<file path="config.mk">
export PLATFORM = sky130hd
export DESIGN_NAME = ps2_key_tracker
export DESIGN_NICKNAME = d
export VERILOG_FILES = /design/src/rtl/ps2_key_tracker.sv
export SDC_FILE = /design/constraint.sdc
export NUM_CORES = 1
export LEC_CHECK = 0
export BUFFER_PORTS_ARGS = -buffer_cell sky130_fd_sc_hd__buf_2
export CORE_MARGIN = 2
export CORE_UTILIZATION = 45
export CTS_CLUSTER_DIAMETER = 100
export CTS_CLUSTER_SIZE = 10
export DETAILED_ROUTE_END_ITERATION = 16
export PLACE_DENSITY = 0.71
export SLEW_MARGIN = 30
export SYNTH_ARGS = -nofsm -noshare
export SYNTH_HDL_FRONTEND = slang
export SYNTH_SLANG_ARGS = --single-unit
</file>
<file path="constraint.sdc">
create_clock -name inclock -period 4.6 [get_ports inclock]
set_input_delay 0.92 -clock inclock [delete_from_list [all_inputs] [get_ports inclock]]
set_output_delay 0.92 -clock inclock [all_outputs]
set_load 0.05 [all_outputs]
</file>
<file path="src/rtl/ps2_key_tracker.sv">
// PS/2 set-2 scan-code decoder. It tracks the held state of a table of keys and
// queues every decoded make/break event in a small FIFO.
module ps2_key_tracker #(
   parameter int                     NUM_KEYS   = 8,
   parameter logic [9*NUM_KEYS-1:0]  KEY_CODES  = '0,
   parameter int                     FIFO_DEPTH = 4
) (
   input  logic                 inclock,
   input  logic                 resetn,
   input  logic                 scan_valid,
   input  logic [7:0]           scan_data,
   input  logic                 clear_keys,
   output logic [NUM_KEYS-1:0]  key_down,
   output logic [NUM_KEYS-1:0]  key_press,
   output logic [NUM_KEYS-1:0]  key_release,
   output logic                 evt_valid,
   input  logic                 evt_ready,
   output logic [9:0]           evt_data,
   output logic                 evt_overflow,
   output logic [7:0]           last_data_received
);

   localparam int AW = $clog2(FIFO_DEPTH);
   localparam logic [AW:0] PTR_ONE = {{AW{1'b0}}, 1'b1};

   typedef enum logic [2:0] {S_IDLE, S_EXT, S_BRK, S_EXT_BRK, S_SKIP} state_t;

   state_t                state_q, state_d;
   logic [2:0]            skip_q, skip_d;
   logic [NUM_KEYS-1:0]   key_down_q, key_down_d;
   logic [NUM_KEYS-1:0]   press_q, press_d;
   logic [NUM_KEYS-1:0]   release_q, release_d;
   logic                  overflow_q, overflow_d;
   logic [7:0]            last_q;
   logic [AW:0]           wr_ptr_q, rd_ptr_q;
   logic [9:0]            mem_q [FIFO_DEPTH];

   logic                  done, done_rel, done_ext, typematic;
   logic [NUM_KEYS-1:0]   match;
   logic                  full, empty, pop, push_req, push;

   // NOTE: combinational blocks assign every output a default first so no latch is inferred.
   always_comb begin
      state_d  = state_q;
      skip_d   = skip_q;
      done     = 1'b0;
      done_rel = 1'b0;
      done_ext = 1'b0;
      if (clear_keys) begin
         state_d = S_IDLE;
         skip_d  = 3'd0;
      end else if (scan_valid) begin
         case (state_q)
            S_IDLE: begin
               case (scan_data)
                  8'hE0: state_d = S_EXT;
                  8'hF0: state_d = S_BRK;
                  8'hE1: begin
                     state_d = S_SKIP;
                     skip_d  = 3'd7;
                  end
                  8'hFA, 8'hFE, 8'hAA, 8'hEE, 8'h00, 8'hFF: state_d = S_IDLE;
                  default: done = 1'b1;
               endcase
            end
            S_EXT: begin
               if (scan_data == 8'hF0)      state_d = S_EXT_BRK;
               else if (scan_data != 8'hE0) begin
                  done     = 1'b1;
                  done_ext = 1'b1;
                  state_d  = S_IDLE;
               end
            end
            S_BRK: begin
               if (scan_data == 8'hE0)      state_d = S_EXT;
               else if (scan_data != 8'hF0) begin
                  done     = 1'b1;
                  done_rel = 1'b1;
                  state_d  = S_IDLE;
               end
            end
            S_EXT_BRK: begin
               if (scan_data != 8'hF0 && scan_data != 8'hE0) begin
                  done     = 1'b1;
                  done_rel = 1'b1;
                  done_ext = 1'b1;
                  state_d  = S_IDLE;
               end
            end
            S_SKIP: begin
               skip_d = skip_q - 3'd1;
               if (skip_q <= 3'd1) begin
                  skip_d  = 3'd0;
                  state_d = S_IDLE;
               end
            end
            default: state_d = S_IDLE;
         endcase
      end
   end

   always_comb begin
      for (int i = 0; i < NUM_KEYS; i++)
         match[i] = (KEY_CODES[9*i +: 9] == {done_ext, scan_data});
   end

   // A make of an already-held mapped key is typematic repeat: no pulse and no event.
   always_comb begin
      key_down_d = key_down_q;
      press_d    = '0;
      release_d  = '0;
      typematic  = 1'b0;
      if (clear_keys) begin
         key_down_d = '0;
      end else if (done) begin
         for (int i = 0; i < NUM_KEYS; i++) begin
            if (match[i]) begin
               if (!done_rel) begin
                  if (key_down_q[i]) typematic = 1'b1;
                  else               press_d[i] = 1'b1;
                  key_down_d[i] = 1'b1;
               end else begin
                  release_d[i]  = key_down_q[i];
                  key_down_d[i] = 1'b0;
               end
            end
         end
      end
   end

   assign empty    = (wr_ptr_q == rd_ptr_q);
   assign full     = (wr_ptr_q[AW] != rd_ptr_q[AW]) && (wr_ptr_q[AW-1:0] == rd_ptr_q[AW-1:0]);
   assign pop      = !empty && evt_ready;
   assign push_req = done && !typematic;
   assign push     = push_req && (!full || pop);

   always_comb begin
      overflow_d = overflow_q;
      if (clear_keys)                   overflow_d = 1'b0;
      else if (push_req && full && !pop) overflow_d = 1'b1;
   end

   // NOTE: sequential state uses non-blocking assignments so every register samples pre-edge values.
   always_ff @(posedge inclock or negedge resetn) begin
      if (!resetn) begin
         state_q    <= S_IDLE;
         skip_q     <= 3'd0;
         key_down_q <= '0;
         press_q    <= '0;
         release_q  <= '0;
         overflow_q <= 1'b0;
         last_q     <= 8'h00;
         wr_ptr_q   <= '0;
         rd_ptr_q   <= '0;
      end else begin
         state_q    <= state_d;
         skip_q     <= skip_d;
         key_down_q <= key_down_d;
         press_q    <= press_d;
         release_q  <= release_d;
         overflow_q <= overflow_d;
         if (scan_valid) last_q <= scan_data;
         if (push)       wr_ptr_q <= wr_ptr_q + PTR_ONE;
         if (pop)        rd_ptr_q <= rd_ptr_q + PTR_ONE;
      end
   end

   // NOTE: FIFO storage has no reset; emptiness comes from the pointers and evt_data is masked when empty.
   always_ff @(posedge inclock) begin
      if (push) mem_q[wr_ptr_q[AW-1:0]] <= {done_rel, done_ext, scan_data};
   end

   assign key_down           = key_down_q;
   assign key_press          = press_q;
   assign key_release        = release_q;
   assign evt_valid          = !empty;
   assign evt_data           = empty ? 10'd0 : mem_q[rd_ptr_q[AW-1:0]];
   assign evt_overflow       = overflow_q;
   assign last_data_received = last_q;

endmodule

</file>
Word level (Yosys, flattened, before mapping) --
Memory sizes are Yosys's and may differ from the RTL's. Index checks and enable logic that the tools add are counted.
Operators by class: add/sub/neg operators 3, equal/unequal tests 23, mux-type cells 111, order comparisons 1, reduce and logical (&&, ||, !) cells 25
Operators with widths (number):
- $mux 1 | 86
- $eq 8x8->1 const B | 8
- $mux 8 | 6
- $mux 3 | 12
- $ne 8x8->1 const B | 2
- $pmux 3 s5 | 1
- $pmux 3 s4 | 1
- $mux 10 | 1
- $logic_not 9->1 | 1
- $reduce_or 9->1 | 1
- $logic_not 8->1 | 1
- $ne 4x4->1 const B | 2
- $reduce_bool 2->1 | 4
- $logic_and 1x1->1 | 7
- $add 3x1->3 const B | 2
- $eq 3x2->1 const B | 2
- $ne 3x3->1 const B | 2
- $ne 6x4->1 const B | 1
- $pmux 3 s2 | 1
- $reduce_and 6->1 | 1
- $reduce_or 6->1 | 1
- $logic_not 1->1 | 4
- $pmux 1 s2 | 2
- $pmux 1 s4 | 1
- other kinds (13) | 13
Word-level totals: input port bits 13, RAM bits 40, memories 1, output and inout bits 44, logic and storage cells 173, register bits 45
Memory list:
- mem_q | words 4, bits a word 10, read ports 1, clocked after memory_dff 0, wr ports 1, RTL line 36 | logic [9:0] mem_q [FIFO_DEPTH];

Depth between registers and ports, before layout --
Gate-level depths: netlist of run 1.
depth after elaboration 39, mapped depth 7

Worst setup path after synthesis of run 1 --
No wires, ideal clock.
kind flip-flop to output port, start point register rd_ptr_q[0], end point output evt_data[0], buffers on the path 1, required time 3680 ps, stages on the path, launching flop included 6, data arrival time 1846 ps, setup slack 1834 ps, path through dfrtp_1 -> xor2_1 -> nor2_1 -> nand2_1 -> clkbuf_1 -> and2_1
Between the ends: cells in the longest elaborated chain, start to end 2
RTL lines:
- start, declared | RTL line 35 | logic [AW:0] wr_ptr_q, rd_ptr_q;
- start signal, assigned | RTL line 164 | if (pop) rd_ptr_q <= rd_ptr_q + PTR_ONE;
- $mem_v2 4x10 / $eq 3x3->1 (equally long branches)
- $mux 10 * | RTL line 177 | assign evt_data = empty ? 10'd0 : mem_q[rd_ptr_q[AW-1:0]];
- end, declared | RTL line 18 | output logic [9:0] evt_data,
Mark *: on every way between the ends. The rest lies on a longest branch, timed or not.

Final worst setup path of run 1 --
start point register rd_ptr_q[0], end point output evt_data[7]
Same word-level chain as after synthesis.

==> parameters.txt, run 1 <==
Parameter                              Value

Cells and area
  Share of layout cells above drive strength 1 ... 0.389
  Area grow syn2layout ... 13.4%
  Fillers ... 561
  Post-layout nets ... 280
  Utilization after layout ... 0.524
  ANT cells ... 0

Worst setup path
  Highest cell delay on the worst timing path ... 0.83 ns
  Worst-path maximum fanout ... 13
  Max stage delay cell, worst path ... sky130_fd_sc_hd__dfrtp_1
  Category of the worst setup path launch point ... register
  Crit path kind ... register to primary output
  CP Capture Type ... primary output
  Required arrival time at the worst endpoint ... 3.68 ns
  Crit path DAT ... 2.28 ns
  Gate family responsible for the most delay along the worst path ... flip-flops
  Buffers & Inverters on Critical Path ... 1
  Cells along the critical path ... xor2_1 -> nor2_1 -> nand2_1 -> and2_1 -> buf_2

Synth
  Library cells used by synthesis ... 53
  Synthesized netlist net count ... 242
  Post-synth EDFFs ... 40
  Largest family of logic cells by synthesized area ... multiplexers
  Synthesized cell area ... 3100 µm²
  Sequential share of the synthesized area ... 0.581
  Compound-Gate Fraction of Synth Area ... 0.0702
  Fraction of synthesized cell area taken by the top area cell type ... 0.387
  Dominant cell type by area after synthesis ... sky130_fd_sc_hd__edfxtp_1
  Multiplexer area fraction after synthesis ... 0.120
  Leading post-synthesis cells by cell area ... sky130_fd_sc_hd__edfxtp_1 (39%), sky130_fd_sc_hd__dfrtp_1 (19%), sky130_fd_sc_hd__mux4_2 (7.3%)
  Adder-Cell Fraction of Synth Area ... 0.0282
  Xor and xnor fraction of the mapped netlist area ... 0.0198
  Synth Area in Simple Gates ... 0.110
  Synth warnings ... 0
  Most repeated cell in the gate-level netlist after synthesis ... sky130_fd_sc_hd__edfxtp_1
  Most common library cells after synthesis ... sky130_fd_sc_hd__edfxtp_1 (40), sky130_fd_sc_hd__dfrtp_1 (24), sky130_fd_sc_hd__buf_4 (21), sky130_fd_sc_hd__and2_1 (14), sky130_fd_sc_hd__nor2_1 (11)
  Post-Synthesis Cells ... 222
  Flip-flop and latch count after synthesis ... 64
  Asr flop ratio synth ... 0.375
  Post-synthesis average cell area ... 14.0 µm²
  Predominant post-synthesis flop cell ... sky130_fd_sc_hd__edfxtp_1

Drt
  DRC Markers ... 0
  First DRT Iteration DRCs ... 80
  Antenna Violating Nets Remaining ... 0
  WL/cell ... 16.3 µm
  Total via count after detailed routing ... 1868
  Total Routed Length ... 5630 µm
  Via density per instance ... 5.41
  Number of iterations in the first detailed-routing pass ... 4

Timing
  Period utilisation layout ... 0.697
  Highest Clock Rate ... 0.312 GHz
  Slew margin rel. ... 0.499
  Final setup violation count ... 0
  Hold Slack ... 0.489 ns
  Count of endpoints failing hold in the final timing report ... 0
  Tightest Pin Transition ... 0.751 ns
  Clock period minus final worst setup slack ... 3.20 ns
  RSZ-0062 raised after global routing ... false
  Summed negative setup slack over all endpoints ... 0 ns
  Worst clock skew on the final layout ... 0.00947 ns
  Count of pins over their slew limit ... 0

Global route
  Global-route wire length before repair ... 8630 µm
  Antenna violations before repair ... 0
  Global-route usage over all layers ... 0.157
  Largest net degree at the start of global routing ... 25
  Number of global-route vias before repair ... 1654
  Global route overflow ... 0

Clocking
  Cts-stage hold buffer count ... 0
  Number of clock sinks seen by CTS ... 64
  Clock root buffer ... sky130_fd_sc_hd__clkbuf_8
  Clock latency of the later-clocked register in the worst-skew pair ... 0.35 ns
  Clock buffers created by TritonCTS ... 9
  Clock tree buffer depth ... 2
  Clk pin slew, worst setup/hold paths ... 0.07 ns
  CTS H-Tree Depth ... 3
  Clock tree from TritonCTS ... built
  Number of setup buffers added after CTS ... 0
  Gates resized, CTS repair ... 0

Die
  Area of the placeable core ... 6720 µm²
  Die boundary height ... 87.0 µm
  Number of placed I/O pins ... 57
  Die X ... 87.0 µm
  Initial core utilization ... 0.462
  Core Rows ... 30
  Die Area ... 7570 µm²

Power and ir drop
  Power density over the cells ... 608 nW/µm²
  Leak pwr ... 1.43 nW
  Worst IR drop on VDD ... 0.153 mV

Placed design
  Final HPWL from detailed placement ... 3860 µm
  Port-buffer cells ... 56
  Routability cong. ... 0.817

Worst hold path
  Min-Delay Path Class ... register to register

Job
  # Max-Cap Violations ... 0

Status
  Run status ... finished, final reports clean
==> flip-flops by register name, summed over array words and instances, names as in the netlist <==
register and count:
wr_ptr_q 3, key_down 1, rd_ptr_q 3, last_data_received 8, mem_q 40, skip_q 3
evt_overflow 1, state_q 3, key_release 1, key_press 1
==> metrics by stage <==
| step | instances | power, mW | cell area [µm²] | worst slack, ns |
|---|---|---|---|---|
| 2_1_floorplan | 222 | 1.44 | 3100 | 1.83 |
| 3_3_place_gp | 329 | 1.60 | 3290 | 1.60 |
| 3_5_place_dp | 329 | 1.61 | 3290 | 1.52 |
| 4_1_cts | 345 | 2.16 | 3520 | 1.33 |
| 5_1_grt | 345 | 2.25 | 3520 | 1.16 |
| 6_report | 345 | 2.14 | 3520 | 1.40 |
==> path summary, 6_finish.rpt <==
check                                 start                     to  slack, ns  cells past startpoint
worst max-delay path            rd_ptr_q[0]            evt_data[7]       1.40                      5
worst min-delay path            wr_ptr_q[2]            wr_ptr_q[2]       0.49                      1
worst max register to register   state_q[2]            mem_q[0][4]       1.99                      5
worst min register to register  wr_ptr_q[2]            wr_ptr_q[2]       0.49                      1
max in group asynchronous            resetn         key_release[6]       3.67                      1
min in group asynchronous            resetn  last_data_received[7]       0.55                      1
==> report_power, final <==
group	total (mW)	switching (mW)	internal (mW)
Combinational	0.814	0.545	0.269
Clock	0.548	0.238	0.310
Sequential	0.776	0.0866	0.689
Total	2.14	0.870	1.27
==> routing by layer <==
metal | vias to the layer above | global-route usage | wire length (µm)
met4 | 0 | 0.0696 | 98
met3 | 9 | 0.0474 | 254
li1 | 887 | - | -
met2 | 47 | 0.239 | 2800
met5 | - | 0 | 0
met1 | 925 | 0.208 | 2480
==> cells in the final DEF (no fill, tap or decap), types with 3 or more instances in the layout <==
cell type / netlist / final
sky130_fd_sc_hd__buf_2: 2 / 56
sky130_fd_sc_hd__edfxtp_1: 40 / 40
sky130_fd_sc_hd__dfrtp_1: 24 / 24
sky130_fd_sc_hd__and2_1: 14 / 14
sky130_fd_sc_hd__nor2_1: 11 / 11
sky130_fd_sc_hd__mux4_2: 10 / 10
sky130_fd_sc_hd__mux2_2: 9 / 9
sky130_fd_sc_hd__clkbuf_8: 0 / 9
sky130_fd_sc_hd__inv_1: 7 / 7
sky130_fd_sc_hd__nand2_1: 7 / 7
sky130_fd_sc_hd__ha_1: 7 / 7
sky130_fd_sc_hd__xnor2_1: 4 / 4
sky130_fd_sc_hd__o21ai_0: 4 / 4
sky130_fd_sc_hd__xor2_1: 3 / 3
sky130_fd_sc_hd__or4_1: 3 / 3
sky130_fd_sc_hd__nand3_1: 3 / 3
sky130_fd_sc_hd__nor3_1: 3 / 3
sky130_fd_sc_hd__and3_1: 3 / 3
sky130_fd_sc_hd__mux2i_1: 3 / 3
==> logic make-up (layout without fill, tap and decap cells) <==
logic type               after synthesis  in the layout
AO/OA/AOI/OAI                         25             25
buffers and inverters                 36             79
AND/OR/NAND/NOR                       59             59
flip-flops                            64             64
multiplexers                          23             23
adder cells (fa/ha/maj)                7              7
other                                  1              1
XOR/XNOR                               7              7
==> layout make-up <==
class / instances / area [µm²] / area share
clock buffer: 9 / 124 / 0.0352
clock inverter: 7 / 103 / 0.0292
inverter: 7 / 26.3 / 0.00747
multi-input combinational: 122 / 1080 / 0.308
sequential: 64 / 1800 / 0.512
tap: 80 / 100 / 0.0284
timing repair buffer: 56 / 280 / 0.0797
Power figures use the tool's default switching activity.
==> run 2: changes to the inputs <==
Settings changed: ABC_AREA from default to 1, PLACE_DENSITY 0.71 to 0.73.
Clock period 4.6 ns to 2.6 ns, I/O delays scaled along.
==> run 2 against run 1 <==
Effect of this change:
- critical path depth up 2
- total power up 86%
- highest routed layer unchanged
- largest power group unchanged
- die area up 6.3%
- final cell count up 44%
- global-route usage up 1.7 points
- core utilization up 0.40 points
==> parameters.txt, run 2 <==
Parameter                              Value

Timing
  Tightest Pin Transition ... 0.564 ns
  Slew margin rel. ... 0.623
  Count of endpoints failing hold in the final timing report ... 0
  Final setup violation count ... 0
  RSZ-0062 raised after global routing ... false
  Clock period minus final worst setup slack ... 2.43 ns
  Highest Clock Rate ... 0.411 GHz
  Count of pins over their slew limit ... 0
  Period utilisation layout ... 0.936
  Summed negative setup slack over all endpoints ... 0 ns
  Worst clock skew on the final layout ... 0.00368 ns

Synth
  Synthesized netlist net count ... 374
  Most common library cells after synthesis ... sky130_fd_sc_hd__nand2_1 (63), sky130_fd_sc_hd__edfxtp_1 (40), sky130_fd_sc_hd__nor2_1 (38), sky130_fd_sc_hd__inv_1 (37), sky130_fd_sc_hd__o21ai_0 (33)
  Asr flop ratio synth ... 0.375
  Dominant cell type by area after synthesis ... sky130_fd_sc_hd__edfxtp_1
  Post-synth EDFFs ... 40
  Fraction of synthesized cell area taken by the top area cell type ... 0.363
  Flip-flop and latch count after synthesis ... 64
  Synth warnings ... 0
  Most repeated cell in the gate-level netlist after synthesis ... sky130_fd_sc_hd__nand2_1
  Post-Synthesis Cells ... 354
  Synthesized cell area ... 3310 µm²
  Post-synthesis average cell area ... 9.34 µm²
  Leading post-synthesis cells by cell area ... sky130_fd_sc_hd__edfxtp_1 (36%), sky130_fd_sc_hd__dfrtp_1 (18%), sky130_fd_sc_hd__nand2_1 (7.2%)
  Predominant post-synthesis flop cell ... sky130_fd_sc_hd__edfxtp_1
  Library cells used by synthesis ... 32
  Sequential share of the synthesized area ... 0.545

Power and ir drop
  Leak pwr ... 1.73 nW
  Power density over the cells ... 1050 nW/µm²
  Worst IR drop on VDD ... 0.302 mV

Drt
  Total via count after detailed routing ... 2386
  Number of iterations in the first detailed-routing pass ... 4
  Via density per instance ... 4.79
  First DRT Iteration DRCs ... 219
  WL/cell ... 13.1 µm
  Antenna Violating Nets Remaining ... 0
  DRC Markers ... 0
  Total Routed Length ... 6510 µm

Worst setup path
  Minimum setup slack among reg-to-reg paths ... 0.41 ns
  Crit path DAT ... 1.91 ns
  Worst Reg-to-Reg Cells ... 6
  Required arrival time at the worst endpoint ... 2.08 ns
  Crit path kind ... register to primary output
  Worst r2r src ... rd_ptr_q[0]
  End of the worst register-to-register path ... mem_q[0][4]
  Category of the worst setup path launch point ... register
  Worst-path maximum fanout ... 22
  CP Capture Type ... primary output

Cells and area
  Number of flip-flops under the largest register name ... 40
  Most frequent cells in the layout ... sky130_fd_sc_hd__nand2_1 (62), sky130_fd_sc_hd__buf_2 (56), sky130_fd_sc_hd__edfxtp_1 (40)
  Share of layout cells above drive strength 1 ... 0.271
  Post-layout nets ... 414
  ANT cells ... 0
  Fillers ... 660
  Area taken by multi-input logic gates ... 1140 µm²
  Sequential cell area in the final layout ... 1800 µm²
  Area grow syn2layout ... 14.5%
  Post-Layout Inst Area ... 3790 µm²
  Most frequent standard cell in the layout excluding fill and tap cells ... sky130_fd_sc_hd__nand2_1

Die
  Initial core utilization ... 0.461
  Number of placed I/O pins ... 57
  Die boundary height ... 89.7 µm
  Area of the placeable core ... 7180 µm²
  Die X ... 89.7 µm
  Core Rows ... 31
  Die Area ... 8050 µm²

Global route
  Number of global-route vias before repair ... 2338
  Global-route usage over all layers ... 0.174
  Global-route wire length before repair ... 11200 µm
  Antenna violations before repair ... 0
  Largest net degree at the start of global routing ... 25
  Global route overflow ... 0

Clocking
  Number of setup buffers added after CTS ... 0
  Clk pin slew, worst setup/hold paths ... 0.07 ns
  CTS H-Tree Depth ... 3
  Gates resized, CTS repair ... 0
  Clock latency of the later-clocked register in the worst-skew pair ... 0.34 ns
  Number of clock sinks seen by CTS ... 64
  Clock buffers created by TritonCTS ... 9
  Clock root buffer ... sky130_fd_sc_hd__clkbuf_8
  Clock tree from TritonCTS ... built
  Clock tree buffer depth ... 2
  Cts-stage hold buffer count ... 0

Job
  # Max-Cap Violations ... 0

Placed design
  Instance area at placement ... 3540 µm²
  Port-buffer cells ... 56
  Routability cong. ... 0.821
  Final HPWL from detailed placement ... 4740 µm

Worst hold path
  Min-Delay Path Class ... primary input to asynchronous set/reset pin

Status
  Run status ... finished, final reports clean
-- run 2: worst max-delay path, cell delays in order (launching register included) --
cell	delay [ns]
sky130_fd_sc_hd__dfrtp_1	0.41
sky130_fd_sc_hd__buf_4	0.22
sky130_fd_sc_hd__xor2_1	0.18
sky130_fd_sc_hd__a21oi_1	0.20
sky130_fd_sc_hd__nand2_2	0.21
sky130_fd_sc_hd__nand2_1	0.11
sky130_fd_sc_hd__inv_1	0.04
sky130_fd_sc_hd__buf_2	0.20
-- run 2: cell type report --
type	instances	share of cell area
Clock buffer	9	0.0327
Clock inverter	7	0.0314
Inverter	43	0.0436
Multi-Input combinational cell	216	0.302
Sequential cell	64	0.476
Tap cell	99	0.0327
Timing Repair Buffer	60	0.0820
-- run 2: kinds of logic after synthesis --
group / after synthesis / synth area share
AO/OA/AOI/OAI: 51 / 0.0874
XOR/XNOR: 5 / 0.0132
adder cells (fa/ha/maj): 7 / 0.0265
buffers and inverters: 74 / 0.110
flip-flops: 64 / 0.545
other: 1 / 0.00113
AND/OR/NAND/NOR: 152 / 0.216
-- run 2: worst max path at each step --
stage	cells past startpoint	end	slack, ns	start
2_1_floorplan	6	evt_data[0]	0.63	rd_ptr_q[0]
3_3_place_gp	11	mem_q[0][2]	0.25	scan_data[4]
3_5_place_dp	11	mem_q[0][3]	0.22	scan_data[4]
4_1_cts	7	evt_data[2]	0.07	rd_ptr_q[0]
5_1_grt	7	evt_data[6]	0.04	rd_ptr_q[0]
6_report	7	evt_data[1]	0.17	rd_ptr_q[0]
-- run 2: power by group --
group	switching [mW]	total [mW]	internal (mW)	leakage, nW
Clock	0.399	1.04	0.638	0.116
Combinational	1.24	1.65	0.413	0.939
Sequential	0.0740	1.28	1.21	0.675
Total	1.71	3.97	2.26	1.73
-- run 2: metal layers --
| layer | global-route usage | wire length [µm] | up-vias |
|---|---|---|---|
| li1 | - | - | 1223 |
| met2 | 0.284 | 3190 | 59 |
| met3 | 0.0360 | 301 | 4 |
| met5 | 0 | 0 | - |
| met1 | 0.226 | 2970 | 1100 |
| met4 | 0.0782 | 51 | 0 |
-- run 2: metrics by stage --
step / power, mW / utilization / instances / worst slack (ns) / hold slack [ns]
after floorplan: 2.59 / - / 354 / 0.632 / 0.224
after global placement: 2.93 / 0.493 / 482 / 0.253 / 0.455
after detailed placement: 2.96 / 0.493 / 482 / 0.225 / 0.467
after CTS: 4.00 / 0.527 / 498 / 0.0693 / 0.165
after global routing: 4.22 / 0.528 / 498 / 0.0412 / 0.194
final: 3.97 / 0.528 / 498 / 0.167 / 0.160
==> run 3: changes to the inputs <==
Settings changed: ABC_AREA 1 to default.
==> run 3 against run 2 <==
Effect of this change:
- clock power decreased by 19%
- final cell count decreased by 27%
- critical path type unchanged
- flip-flop and latch count unchanged
- first-iteration DRC count decreased by 47%
- largest power group unchanged
- highest routed layer unchanged
- wire length decreased by 9.8%
- global-route usage decreased by 0.38 points
- critical endpoint is now evt_data[7]
- combinational power decreased by 5%
==> parameters.txt, run 3 (synthesized netlist as in run 1, its figures left out) <==
Parameter                              Value

Cells and area
  Count of placed standard cells in the final layout, fillers left out ... 363
  Number of flip-flops under the largest register name ... 40
  Area grow syn2layout ... 16.8%
  ANT cells ... 0
  Post-layout nets ... 298
  Share of layout cells above drive strength 1 ... 0.424
  Post-Layout Inst Area ... 3620 µm²
  Most frequent cells in the layout ... sky130_fd_sc_hd__buf_2 (56), sky130_fd_sc_hd__edfxtp_1 (40), sky130_fd_sc_hd__dfrtp_1 (24)
  Most frequent standard cell in the layout excluding fill and tap cells ... sky130_fd_sc_hd__buf_2

Drt
  Total via count after detailed routing ... 1937
  First DRT Iteration DRCs ... 117
  WL/cell ... 16.2 µm
  Total Routed Length ... 5880 µm
  DRC Markers ... 0
  Via density per instance ... 5.34
  Number of iterations in the first detailed-routing pass ... 4
  Antenna Violating Nets Remaining ... 0

Timing
  Final setup violation count ... 0
  Count of pins over their slew limit ... 0
  RSZ-0062 raised after global routing ... false
  Tightest Pin Transition ... 0.595 ns
  Clock period minus final worst setup slack ... 2.41 ns
  Count of endpoints failing hold in the final timing report ... 0
  Period utilisation layout ... 0.929
  Worst clock skew on the final layout ... 0.0128 ns
  Final WS setup ... 0.186 ns
  Summed negative setup slack over all endpoints ... 0 ns
  Highest Clock Rate ... 0.414 GHz
  Slew margin rel. ... 0.601

Die
  Area of the placeable core ... 6720 µm²
  Number of placed I/O pins ... 57
  Die Area ... 7570 µm²
  Initial core utilization ... 0.462
  Die boundary height ... 87.0 µm
  Core Rows ... 30
  Die X ... 87.0 µm

Power and ir drop
  Leak pwr ... 1.50 nW
  Clk network pwr share ... 0.228
  Net switching component of the power ... 1.53 mW
  Reg power frac ... 0.350
  Switching share of power ... 0.413
  Power density over the cells ... 1020 nW/µm²
  Proportion of power drawn by combinational gates ... 0.423
  Internal power component ... 2.18 mW
  Worst IR drop on VDD ... 0.282 mV
  Total design power ... 3.71 mW

Placed design
  Setup slack after placement ... 0.0242 ns
  Instance area at placement ... 3430 µm²
  Routability cong. ... 0.840
  Final HPWL from detailed placement ... 4300 µm
  Port-buffer cells ... 56
  Placed instance count ... 347

Clocking
  Clock root buffer ... sky130_fd_sc_hd__clkbuf_8
  Clock tree buffer depth ... 2
  Gates resized, CTS repair ... 0
  Clk pin slew, worst setup/hold paths ... 0.08 ns
  CTS H-Tree Depth ... 3
  Clock latency of the later-clocked register in the worst-skew pair ... 0.34 ns
  Number of setup buffers added after CTS ... 0
  Clock buffers created by TritonCTS ... 9
  Number of clock sinks seen by CTS ... 64
  Cts-stage hold buffer count ... 0
  Clock tree from TritonCTS ... built

Global route
  Global route overflow ... 0
  Global-route wire length before repair ... 9540 µm
  Global-route usage over all layers ... 0.170
  Antenna violations before repair ... 0
  Largest net degree at the start of global routing ... 25
  Number of global-route vias before repair ... 1895

Worst setup path
  Crit path kind ... register to primary output
  Worst-path maximum fanout ... 12
  Minimum setup slack among reg-to-reg paths ... 0.25 ns
  Crit path DAT ... 1.89 ns
  CP Capture Type ... primary output
  Required arrival time at the worst endpoint ... 2.08 ns
  Category of the worst setup path launch point ... register

Job
  # Max-Cap Violations ... 0

Worst hold path
  Min-Delay Path Class ... primary input to asynchronous set/reset pin

Status
  Run status ... finished, final reports clean
-- run 3: power by group through the flow --
stage	clock network, mW	logic (mW)	registers (mW)
4_1_cts	0.862	1.59	1.30
6_report	0.844	1.57	1.30
5_1_grt	0.915	1.68	1.31
3_5_place_dp	0	1.59	1.32
3_3_place_gp	0	1.56	1.31
2_1_floorplan	0	1.18	1.36
-- run 3: per-layer routing --
layer  global-route usage  vias to the layer above  share of wire
met3               0.0502                        6          0.035
met1                0.223                      977           0.45
met4               0.0639                        0          0.012
met2                0.269                       35           0.50
met5                    0                        -              0
li1                     -                      919              -
-- run 3: final cells by class --
class,count,area (µm²)
Fill cell,568,3100
Sequential cell,64,1800
Multi-Input combinational cell,122,1080
Timing Repair Buffer,74,415
Clock buffer,9,124
Tap cell,80,100
Clock inverter,7,71.3
Inverter,7,26.3
-- run 3: worst paths after layout --
| check | startpoint | endpoint | cells past startpoint |
|---|---|---|---|
| max reg2reg | state_q[1] | mem_q[1][7] | 5 |
| max | rd_ptr_q[0] | evt_data[7] | 4 |
| min reg2reg | rd_ptr_q[2] | rd_ptr_q[2] | 1 |
| max in group asynchronous | resetn | rd_ptr_q[1] | 1 |
| min in group inclock | clear_keys | skip_q[0] | 2 |
| min | resetn | skip_q[1] | 1 |
-- run 3: worst max-delay path, cell delays in order, from the launching register on --
cell,delay [ns]
sky130_fd_sc_hd__dfrtp_1,0.39
sky130_fd_sc_hd__buf_4,0.27
sky130_fd_sc_hd__mux4_2,0.54
sky130_fd_sc_hd__and2_1,0.16
sky130_fd_sc_hd__buf_2,0.20
-- run 3: metrics by stage --
step                      hold slack [ns]  utilization
after floorplan                     0.224            -
after global placement              0.487        0.510
after detailed placement            0.486        0.510
after CTS                           0.183        0.539
after global routing                0.205        0.539
final                               0.167        0.539
